### config.mk
export PLATFORM = sky130hd
export DESIGN_NAME = serial_decode_unit
export DESIGN_NICKNAME = d
export VERILOG_FILES = /design/src/rtl/serial_decode_unit_pkg.sv /design/src/rtl/serial_decode_unit_beat_serializer.sv /design/src/rtl/serial_decode_unit.sv
export SDC_FILE = /design/constraint.sdc
export NUM_CORES = 1
export LEC_CHECK = 0
export BUFFER_PORTS_ARGS = -buffer_cell sky130_fd_sc_hd__buf_2
export CORE_MARGIN = 2
export CORE_UTILIZATION = 49
export CTS_BUF_LIST = sky130_fd_sc_hd__clkbuf_16
export CTS_CLUSTER_SIZE = 8
export DETAILED_ROUTE_END_ITERATION = 6
export PLACE_DENSITY_LB_ADDON = 0.3
export SETUP_SLACK_MARGIN = 0.05
export SYNTH_ARGS = -nofsm -noshare
export SYNTH_HDL_FRONTEND = slang
export SYNTH_SLANG_ARGS = --single-unit
### constraint.sdc
create_clock -name clk -period 4.7 [get_ports clk]
set_input_delay 0.705 -clock clk [delete_from_list [all_inputs] [get_ports clk]]
set_output_delay 0.705 -clock clk [all_outputs]
set_load 0.01 [all_outputs]
### src/rtl/serial_decode_unit_pkg.sv
// serial_decode_unit_pkg: shared control bundles and source/adder selects for the serial decode stage.
package serial_decode_unit_pkg;
  typedef enum logic [1:0] {SRC_IMM, SRC_REG, SRC_PC} ser_src_e;
  typedef enum logic {ADD_SEL_PC, ADD_SEL_REG} add_sel_e;
  typedef struct packed {
    logic alu_a;
    logic wb;
    logic lsu_addr;
    logic jmp;
    logic branch;
    logic reg_use;
    logic load_bypass;
  } dec_en_s;
  typedef struct packed {
    ser_src_e src_sel;
    add_sel_e add_sel;
    logic     msb_first;
    dec_en_s  en;
  } dec_cs_s;
  typedef struct packed {
    logic rf_write;
    logic dmem_store;
    logic wb_order_flip;
  } exe_en_s;
  typedef struct packed {
    logic [3:0] alu_op;
    exe_en_s    en;
  } exe_cs_s;
  function automatic int cnt_w(input int nbeats);
    return nbeats > 1 ? $clog2(nbeats) : 1;
  endfunction
endpackage

### src/rtl/serial_decode_unit_beat_serializer.sv
// beat_serializer: picks beat idx_i (SER_W bits wide) out of an XLEN-wide operand.
module beat_serializer
  import serial_decode_unit_pkg::*;
#(
  parameter int XLEN = 32,
  parameter int SER_W = 16,
  localparam int CNT_W = cnt_w(XLEN / SER_W)
) (
  input  logic [XLEN-1:0]  src_i,
  input  logic [CNT_W-1:0] idx_i,
  output logic [SER_W-1:0] beat_o
);
  assign beat_o = SER_W'(src_i >> (idx_i * SER_W));
endmodule

### src/rtl/serial_decode_unit.sv
// serial_decode_unit: issues one XLEN operand as NBEATS serial beats, with RAW/load-bypass stall,
// address adder and registered execute-side outputs.
module serial_decode_unit
  import serial_decode_unit_pkg::*;
#(
  parameter int XLEN = 32,
  parameter int SER_W = 16,
  localparam int NBEATS = XLEN / SER_W,
  localparam int CNT_W = cnt_w(NBEATS)
) (
  input  logic             clk,
  input  logic             rst_n,
  input  logic             valid_i,
  input  logic             ready_i,
  input  logic [31:0]      inst_i,
  input  logic [XLEN-1:0]  pc_i,
  input  logic [XLEN-1:0]  reg1_i,
  input  logic [XLEN-1:0]  imm_i,
  input  dec_cs_s          cs_dec_i,
  input  exe_cs_s          cs_exe_i,
  output logic             ready_o,
  output logic             valid_o,
  output logic [SER_W-1:0] beat_o,
  output logic [CNT_W-1:0] beat_idx_o,
  output logic             beat_last_o,
  output exe_cs_s          cs_exe_o,
  output logic [XLEN-1:0]  lsu_addr_o,
  output logic             jmp_o,
  output logic             branch_o,
  output logic [XLEN-1:0]  jmp_target_o,
  output logic [4:0]       rd_o,
  output logic [4:0]       rs1_o,
  output logic [4:0]       rs2_o
);
  localparam logic [CNT_W-1:0] LAST = CNT_W'(NBEATS - 1);
  if (XLEN % SER_W != 0) begin : g_bad_ser_w
    $error("SER_W must divide XLEN");
  end
  logic [CNT_W-1:0] cnt_q, cnt_d, idx, beat_idx_q;
  logic             ready_i_q, stall, advance, last, beat_last_q;
  logic [XLEN-1:0]  src, add_out, lsu_addr_q;
  logic [4:0]       rd, rs1, rs2, rd_q, rs1_q, rs2_q;
  logic [SER_W-1:0] beat, beat_q;
  exe_cs_s          cs_exe_q;
  logic             unused_inst;
  assign unused_inst = ^{inst_i[31:25], inst_i[14:12], inst_i[6:0]};
  always_comb begin
    rd = inst_i[11:7];
    rs1 = inst_i[19:15];
    rs2 = inst_i[24:20];
    last = cnt_q == LAST;
    // hazards are only honoured while the previous cycle's ready_i was low
    stall = !ready_i_q &&
            ((cs_dec_i.en.load_bypass && !cs_exe_q.en.dmem_store) ||
             (cs_exe_q.en.rf_write && rd_q == rs1 && rs1 != 5'd0) ||
             (cs_dec_i.en.alu_a && cs_exe_q.en.wb_order_flip && rd_q == rs2));
    advance = valid_i && ready_i && !stall;
    cnt_d = !valid_i ? '0 : !advance ? cnt_q : last ? '0 : cnt_q + CNT_W'(1);
    idx = cs_dec_i.msb_first ? LAST - cnt_q : cnt_q;
    src = cs_dec_i.src_sel == SRC_IMM ? imm_i : cs_dec_i.src_sel == SRC_PC ? pc_i : reg1_i;
    add_out = (cs_dec_i.add_sel == ADD_SEL_PC ? pc_i : reg1_i) + imm_i;
  end
  beat_serializer #(.XLEN(XLEN), .SER_W(SER_W)) u_ser (
    .src_i (src),
    .idx_i (idx),
    .beat_o(beat)
  );
  always_ff @(posedge clk or negedge rst_n) begin
    if (!rst_n) begin
      cnt_q <= '0;
      ready_i_q <= 1'b0;
      beat_q <= '0;
      beat_idx_q <= '0;
      beat_last_q <= 1'b0;
      lsu_addr_q <= '0;
      rd_q <= '0;
      rs1_q <= '0;
      rs2_q <= '0;
      cs_exe_q <= '0;
    end else begin
      cnt_q <= cnt_d;
      ready_i_q <= ready_i;
      if (cs_dec_i.en.reg_use) rs1_q <= rs1;
      if (advance) begin
        cs_exe_q <= cs_exe_i;
        if (cs_dec_i.en.alu_a || cs_dec_i.en.wb) begin
          beat_q <= beat;
          beat_idx_q <= idx;
          beat_last_q <= last;
        end
        if (cnt_q == '0) begin
          if (cs_dec_i.en.lsu_addr) lsu_addr_q <= add_out;
          if (cs_exe_i.en.rf_write) rd_q <= rd;
          if (cs_dec_i.en.alu_a) rs2_q <= rs2;
        end
      end
    end
  end
  assign ready_o = advance && last;
  assign valid_o = valid_i;
  assign beat_o = beat_q;
  assign beat_idx_o = beat_idx_q;
  assign beat_last_o = beat_last_q;
  assign cs_exe_o = cs_exe_q;
  assign lsu_addr_o = lsu_addr_q;
  assign jmp_o = valid_i && cnt_q == '0 && cs_dec_i.en.jmp;
  assign branch_o = valid_i && cnt_q == '0 && cs_dec_i.en.branch;
  assign jmp_target_o = add_out;
  assign rd_o = rd_q;
  assign rs1_o = cs_dec_i.en.reg_use ? rs1 : rs1_q;
  assign rs2_o = rs2_q;
endmodule

# After elaboration in Yosys (flattened, before gate mapping)
# Cells that the tools add are included.
op_classes:
  mux: 8
  n_eq_ne: 4
  n_reduce_logical: 24
  add_sub_neg: 3
  n_bitwise: 1
  shift: 1
op_table:
  columns: ["op", "count"]
  rows:
  - ["32-bit 2-to-1 mux", 3]
  - ["32-bit adder", 1]
  - ["32-bit by 5-bit right shift with 16-bit output", 1]
  - ["1-bit logical AND", 12]
  - ["5-bit == test", 2]
  - ["3-bit AND reduction", 3]
  - ["5-bit 2-to-1 mux", 1]
  - ["5-bit nonzero test", 1]
  - ["1-bit 2-to-1 mux", 4]
  - ["1-bit logical NOT", 3]
  - ["1-bit logical OR", 3]
  - ["2-bit == test (second input constant)", 1]
  - ["2-bit logical NOT", 1]
  - ["2-bit by 1-bit inequality test with 1-bit output (second input constant)", 1]
  - ["2-bit AND reduction", 1]
  - ["1-bit adder (second input constant)", 1]
  - ["1-bit NOT", 1]
  - ["1-bit subtractor (first input constant)", 1]
word_totals:
  elab_cells: 54
  ff_bits: 74
  output_inout_bits: 108
  inputBits: 150

# Longest topological paths before layout
# Gate-level depths: netlist (run 1).
logic_depth:
  word_depth: 10
  ltp_mapped: 12
  mapped_depth_nobuf: 10

# Hierarchy
# A second synthesis (run 1) with hierarchy kept.
unflattened:
  hier_cells: 609
  area_unflattened_um2: 5972.0
by_module_without_submodules:
  columns: ["module", "instances", "area_per_inst_um2", "cells_each", "seq_area_each_um2"]
  rows:
  - ["serial_decode_unit", 1, 5723.0, 591, 1851.8]
  - ["beat_serializer", 1, 249.0, 18, 0.0]

# Worst setup path after synthesis (run 1)
# Ideal clock, no wire load.
synth_path:
  kind: "input to output"
  start: "input cs_dec_i[8] (netlist name)"
  end: "output jmp_target_o[29]"
  path_buffers: 2
  t_arrival_ns: 3.400
  cell_stages: 11
  slack_ns: 0.595
  required_ns: 3.995
  path_cell_list: "clkbuf_1 -> clkbuf_1 -> mux2_2 -> ha_1 -> and2_4 -> a221o_1 -> o21ai_1 -> a21oi_1 -> o31ai_2 -> nand2_1 -> xor2_1"
synth_between:
  elab_chain_len: 2
synth_rtl:
  columns: ["item", "line", "source"]
  rows:
  - ["start: declaration", "serial_decode_unit.sv:19", "input dec_cs_s cs_dec_i,"]
  - ["32-bit 2-to-1 mux", "serial_decode_unit.sv:61", "add_out = (cs_dec_i.add_sel == ADD_SEL_PC ? pc_i : reg1_i) + imm_i;"]
  - ["32-bit adder", "serial_decode_unit.sv:61", null]
  - ["end: declaration", "serial_decode_unit.sv:30", "output logic [XLEN-1:0] jmp_target_o,"]
# No other way between the ends.

# Final worst setup path (run 1)
# Same ends and word-level chain as after synthesis.

==> metrics.cfg, run 1 <==
[cts]
holdBufCountCts = 0
cts-root-to-sink-buffers = 2
post_cts_resized = 0
clock_insertion_delay_worst_skew_ns = 0.35
tritoncts_clock_tree = yes
cts_root_buffer = sky130_fd_sc_hd__clkbuf_16
htree_num_levels = 3
tritoncts_sinks = 74
cts-buffers-inserted = 9
clock_pin_slew_on_the_worst_setup_and_hold_paths_ns = 0.06
cts_setup_buffers = 0

[synthesis]
synth_enable_flop_cells = 0
largest_family_of_logic_cells_by_synthesized_area = compound AO/OA/AOI/OAI gates
synth.area.mux_share_pct = 18.60
synthesis.instances = 684
ys.flop_type = sky130_fd_sc_hd__dfrtp_1
post-synth-top-count-cell = sky130_fd_sc_hd__nand2_1
asyncSetResetFlopFracSynth_pct = 100.0
synthXorXnorAreaFrac_pct = 5.542
avg_inst_size_synth_um2 = 8.780
flop_and_latch_count_out_of_synthesis = 74
area_share_of_the_largest_cell_type_after_synthesis_pct = 30.83
synth-simple-area-share_pct = 16.21
post_synth_most_frequent_cells = 96 x sky130_fd_sc_hd__nand2_1, 74 x sky130_fd_sc_hd__dfrtp_1, 70 x sky130_fd_sc_hd__a21oi_1, 58 x sky130_fd_sc_hd__mux2_2, 56 x sky130_fd_sc_hd__nor2_1
synth_compound_gate_area_share_pct = 18.85
dominant_cells_by_area_after_synthesis = sky130_fd_sc_hd__dfrtp_1 31%, sky130_fd_sc_hd__mux2_2 11%, sky130_fd_sc_hd__ha_1 6.5%, sky130_fd_sc_hd__nand2_1 6.0%, sky130_fd_sc_hd__a21oi_1 5.8%
synth.yosys.seq_area_share_pct = 30.83
syn_nets = 866
netlist.top_cell.by_area = sky130_fd_sc_hd__dfrtp_1
synth_cell_type_count = 70
synthesis.yosys.warnings = 0
synthAdderAreaFrac_pct = 6.792
synthesis.area_um2 = 6006

[worst_setup_path]
timing.critical_path.fanout_max = 15
r2r-end = lsu_addr_o[31]
cp-endpoint = jmp_target_o[29]
crit_arrival_ns = 3.67
timing.critical_path.required_ns = 3.99
timing.critical_path.to_type = primary output
timing.reg2reg.worst_path_depth = 8
r2r-start = rd_o[2]
path_class = in -> out
regToRegSetupSlack_ns = 1.98
setup.worst_path.start_class = input port
critPathLaunch = cs_dec_i[8]

[routing]
routed_wirelength_mm = 18.80
vias_per_cell = 5.624
drt-pass1-iter-count = 5
routed-via-count = 5967
ant_nets = 0
routedWlPerCell_um = 17.72
detailedRoute.firstIterationViolations = 285
post-route-drc-count = 0

[pwr]
power-per-cell-area_nw_per_um2 = 384.9
netSwitchingPower_w = 0.001116
power_leakage_nw = 3.781
switching_share_pct = 38.14
comb_power_share_pct = 43.6
clock_power_share_pct = 23.7
cellInternalPower_w = 0.001810
sequentialPowerShare_pct = 32.7
peakVddDrop_v = 0.0002529

[place]
pre_cts_ws_ns = 0.3543
post-place-cells = 1045
port_buffers = 240
dp_hpwl_mm = 14.92
routabilityCongestion = 0.9309

[final_layout]
fin_cells = 1061
finalNetCount = 1091
syn2layout_area_growth_pct = 26.60
drive_gt1_share_pct = 37.35

[sta]
final-setup-viol-count = 0
worst_slack_ns = 0.3293
max_freq_mhz = 228.8
fin_worst_hold_slack_ns = 0.4752
unrepaired_setup_endpoints_after_global_routing = no
worst_slew_margin_rel_pct = 32.57
post-route-min-period_ns = 4.371
max_slew.worst_pin.slew_ns = 1.012
timing.clock.skew_ns = 0.004776
report.final.slew_viol_count = 0
final.period_utilization_pct = 92.99
setup_total_negative_slack_ns = 0
hold_vio_cnt_final = 0

[grt]
grt_pass1_wl_mm = 28.65
first_global_vias = 5678
grt_antenna_before_repair = 4
grt_max_degree = 75
gr-total-overflow = 0
grt_usage_pct = 28.52

[job]
drv_cap = 0

[floorplan]
initial_utilization_pct = 50.00
fp.dieArea_um2 = 13160
placement_rows = 40
die_w_um = 114.7
die-height_um = 114.7
coreArea_um2 = 12010
io-pin-count = 258

[min_path]
hold_path_class = in -> reg

[outcome]
run_status = finished clean

==> routing by layer <==
| metal | share of wire [%] | global-route usage [%] |
|---|---|---|
| met1 | 44 | 36.81 |
| met2 | 46 | 46.39 |
| met3 | 8.0 | 7.623 |
| met4 | 2.1 | 10.12 |
| met5 | 0.21 | 0 |
==> critical path: stages <==
cell and delay, ns:
sky130_fd_sc_hd__buf_2 0.34, sky130_fd_sc_hd__buf_4 0.22, sky130_fd_sc_hd__mux2_2 0.33, sky130_fd_sc_hd__ha_1 0.39, sky130_fd_sc_hd__a21oi_1 0.20, sky130_fd_sc_hd__o21ai_1 0.12, sky130_fd_sc_hd__o21bai_1 0.26, sky130_fd_sc_hd__o221ai_1 0.27
sky130_fd_sc_hd__o31ai_2 0.40, sky130_fd_sc_hd__nand2_1 0.11, sky130_fd_sc_hd__xor2_1 0.15, sky130_fd_sc_hd__buf_2 0.15
==> through the flow <==
step                area, um^2  total power [W]  utilization (%)
finish                    7604         0.002926            63.30
global route              7601         0.003113            63.28
CTS                       7601         0.002944            63.28
detailed placement        7308         0.002238            60.84
global placement          7308         0.002212            60.84
floorplan                 6006         0.001720                -
==> worst min path at each step <==
| stage | startpoint | to | slack [ns] | cells after the start |
|---|---|---|---|---|
| 3_5_place_dp | lsu_addr_o[4] | lsu_addr_o[4] | 0.46 | 2 |
| 3_3_place_gp | lsu_addr_o[6] | lsu_addr_o[6] | 0.46 | 2 |
| 6_report | ready_i | ready_i_q | 0.48 | 1 |
| 2_1_floorplan | rst_n | beat_idx_o | 0.41 | 0 |
| 5_1_grt | ready_i | ready_i_q | 0.48 | 1 |
| 4_1_cts | ready_i | ready_i_q | 0.46 | 1 |
==> layout by cell type, fill, tap and decap left out, drive strengths merged, types with 3 or more instances in the layout <==
master,n
xor2,18
nor2b,4
inv,13
a31oi,5
a21oi,72
a211o,3
dfrtp,74
nand4,16
and3,4
mux2,69
ha,31
xnor2,20
clkbuf,9
and2,3
o21a,4
a21o,9
nand3,13
buf,247
nand2,96
o21ai,54
nor2,56
o211ai,5
nor3,10
o21bai,4
mux2i,34
==> flip-flops by register name (all words and copies together) (netlist names) <==
register,flops
beat_idx_o,1
beat_last_o,1
beat_o,16
cnt_q,1
cs_exe_o,7
lsu_addr_o,32
rd_o,5
ready_i_q,1
rs1_q,5
rs2_o,5
==> logic make-up (layout without fill, tap and decap cells) <==
family	Yosys count	count (layout)
compound gates	179	179
fa+ha+maj	32	32
buf+inv	45	274
other cells	0	1
xor+xnor	38	38
flops	74	74
mux	103	103
simple gates	213	213
==> cell type report <==
type	instances	area, um^2
multi-input combinational	565	3971
timing repair buffer	247	1256
antenna	1	2.502
clock buffer	9	225.2
clock inverter	6	67.56
sequential	74	1852
fill	1097	4408
tap	147	183.9
inverter	12	45.04
==> power by group through the flow <==
stage                     clock [W]  combinational, W  sequential, W
after detailed placement          0           0.00127       0.000964
final                      0.000695           0.00128       0.000956
after global routing       0.000736           0.00140       0.000977
after floorplan                   0          0.000663        0.00106
after global placement            0           0.00126       0.000956
after CTS                  0.000709           0.00128       0.000956
Power figures use the tool's default switching activity.
==> inputs of run 2 (changes only) <==
CELL_PAD_IN_SITES_DETAIL_PLACEMENT = 1   (was not set)
CELL_PAD_IN_SITES_GLOBAL_PLACEMENT = 1   (was not set)
CORE_UTILIZATION = 35   (was 49)
==> run 2 against run 1 <==
  * Power up 5.4%
  * Largest cell class unchanged
  * Final area up 2.2%
  * Worst setup slack worse by 0.054 ns
  * Largest power group unchanged
  * Sequential share of layout area down 0.53 points
  * Critical path depth down 1
==> metrics.cfg, run 2 (same netlist as run 1, synthesis figures left out) <==
[final_layout]
finalNetCount = 1092
largest_register_ff_count = 32
syn2layout_area_growth_pct = 29.40
drive_gt1_share_pct = 37.38
most-common-layout-cells = 239 x sky130_fd_sc_hd__buf_2, 96 x sky130_fd_sc_hd__nand2_1, 74 x sky130_fd_sc_hd__dfrtp_1, 70 x sky130_fd_sc_hd__a21oi_1, 58 x sky130_fd_sc_hd__mux2_2
mostFrequentLayoutCell = sky130_fd_sc_hd__buf_2

[routing]
drt-pass1-iter-count = 5
detailedRoute.firstIterationViolations = 256
routed-via-count = 5997
routedWlPerCell_um = 19.24
top_layer_used = met5
routed_wirelength_mm = 21.91
post-route-drc-count = 0
vias_per_cell = 5.265
met2_wirelength_mm = 10.27
drt-met1-wl_mm = 9.977
ant_nets = 0
met3_length_mm = 1.280

[floorplan]
fp.dieArea_um2 = 18220
die-height_um = 135.0
io-pin-count = 258
placement_rows = 47
die_w_um = 135.0
coreArea_um2 = 16700
initial_utilization_pct = 35.96

[grt]
grt_max_degree = 75
grt_pass1_wl_mm = 34.03
gr-total-overflow = 0
grt_usage_pct = 24.29
grt_antenna_before_repair = 4
first_global_vias = 6241

[worst_setup_path]
path_class = in -> out
critPathLaunch = cs_dec_i[8]
timing.critical_path.required_ns = 3.99
r2r-start = rd_o[2]
critical-path-top-delay-family = compound AO/OA/AOI/OAI gates
timing.critical_path.fanout_max = 13
setup.worst_path.start_class = input port
regToRegSetupSlack_ns = 1.96
critical_path.max_stage_delay_ns = 0.45
worst_path_most_repeated_cell = sky130_fd_sc_hd__buf_2
crit_chain = buf_2, mux2_2, ha_1, and2_4, a221o_1, o21ai_1, a21oi_1, o31ai_2, nand2_1, xor2_1, buf_2
timing.critical_path.to_type = primary output
cp_num_buf_inv = 2
worst_path_max_delay_cell = sky130_fd_sc_hd__o31ai_2
crit_arrival_ns = 3.72

[cts]
clock_insertion_delay_worst_skew_ns = 0.36
cts-buffers-inserted = 9
htree_num_levels = 3
clock_pin_slew_on_the_worst_setup_and_hold_paths_ns = 0.06
tritoncts_clock_tree = yes
cts_root_buffer = sky130_fd_sc_hd__clkbuf_16
cts_setup_buffers = 0
cts-root-to-sink-buffers = 2
post_cts_resized = 0
tritoncts_sinks = 74
holdBufCountCts = 0

[pwr]
switching_share_pct = 37.62
sequentialPowerShare_pct = 30.9
peakVddDrop_v = 0.0001808
cellInternalPower_w = 0.001923
clock_power_share_pct = 26.6
power_leakage_nw = 3.824
power-per-cell-area_nw_per_um2 = 396.8
comb_power_share_pct = 42.5
netSwitchingPower_w = 0.001160

[job]
drv_cap = 0

[sta]
setup_total_negative_slack_ns = 0
final-setup-viol-count = 0
timing.clock.skew_ns = 0.009623
worst_slew_margin_rel_pct = 27.29
hold_vio_cnt_final = 0
post-route-min-period_ns = 4.425
unrepaired_setup_endpoints_after_global_routing = no
fin_worst_hold_slack_ns = 0.4710
max_slew.worst_pin.slew_ns = 1.091
report.final.slew_viol_count = 0
final.period_utilization_pct = 94.15
max_freq_mhz = 226.0

[outcome]
run_status = finished clean

[place]
port_buffers = 240
routabilityCongestion = 0.8565
dp_hpwl_mm = 17.61

[min_path]
min_delay_startpoint = lsu_addr_o[15]
hold_path_class = reg -> reg

## run 2: metrics by stage
step	util, %	total power, W	setup WS (ns)	cell area (um^2)	instances
finish	46.53	0.003084	0.2751	7771	1139
global route	46.47	0.003286	0.08251	7761	1135
CTS	46.47	0.003119	0.2837	7761	1135
detailed placement	44.43	0.002283	0.2971	7420	1119
global placement	44.43	0.002248	0.3418	7420	1119
floorplan	-	0.001720	0.5947	6006	684
## run 2: cell type report
type,instances,area [um^2]
diodes,4,10.01
inverters,12,45.04
clock inverters,7,116.4
repair buffers,248,1276
flip-flops and latches,74,1852
multi-input cells,565,3971
clock buffers,9,225.2
well taps,220,275.3
fillers,2077,8930
## run 2: path summary, 6_finish.rpt
kind,end,depth (start not counted)
setup reg to reg,lsu_addr_o[31],8
min in group asynchronous,cs_exe_o[5],1
hold / removal,lsu_addr_o[15],2
max in group asynchronous,lsu_addr_o[18],1
hold reg to reg,lsu_addr_o[15],2
setup / recovery,jmp_target_o[29],11
## run 2: power by group through the flow
stage | sequential [W] | combinational, W | clock [W]
6_report | 0.000954 | 0.00131 | 0.000819
5_1_grt | 0.000986 | 0.00144 | 0.000861
4_1_cts | 0.000955 | 0.00133 | 0.000838
3_5_place_dp | 0.000963 | 0.00132 | 0
3_3_place_gp | 0.000959 | 0.00129 | 0
2_1_floorplan | 0.00106 | 0.000663 | 0
## run 2: worst register-to-register path, delay by kind of cell, from the launching register on
| kind | cells | cell delay (ns) |
|---|---|---|
| buffers and inverters | 2 | 0.76 |
| xor gates and xnor gates | 1 | 0.17 |
| AOI/OAI and AO/OA | 2 | 0.51 |
| and+or+nand+nor | 3 | 0.75 |
| DFF | 1 | 0.43 |
## run 2: layer usage
| layer | vias to the layer above | track usage, % |
|---|---|---|
| li1 | 2929 | - |
| met1 | 2874 | 32.04 |
| met2 | 171 | 40.47 |
| met3 | 21 | 4.542 |
| met4 | 2 | 7.465 |
| met5 | - | 0 |
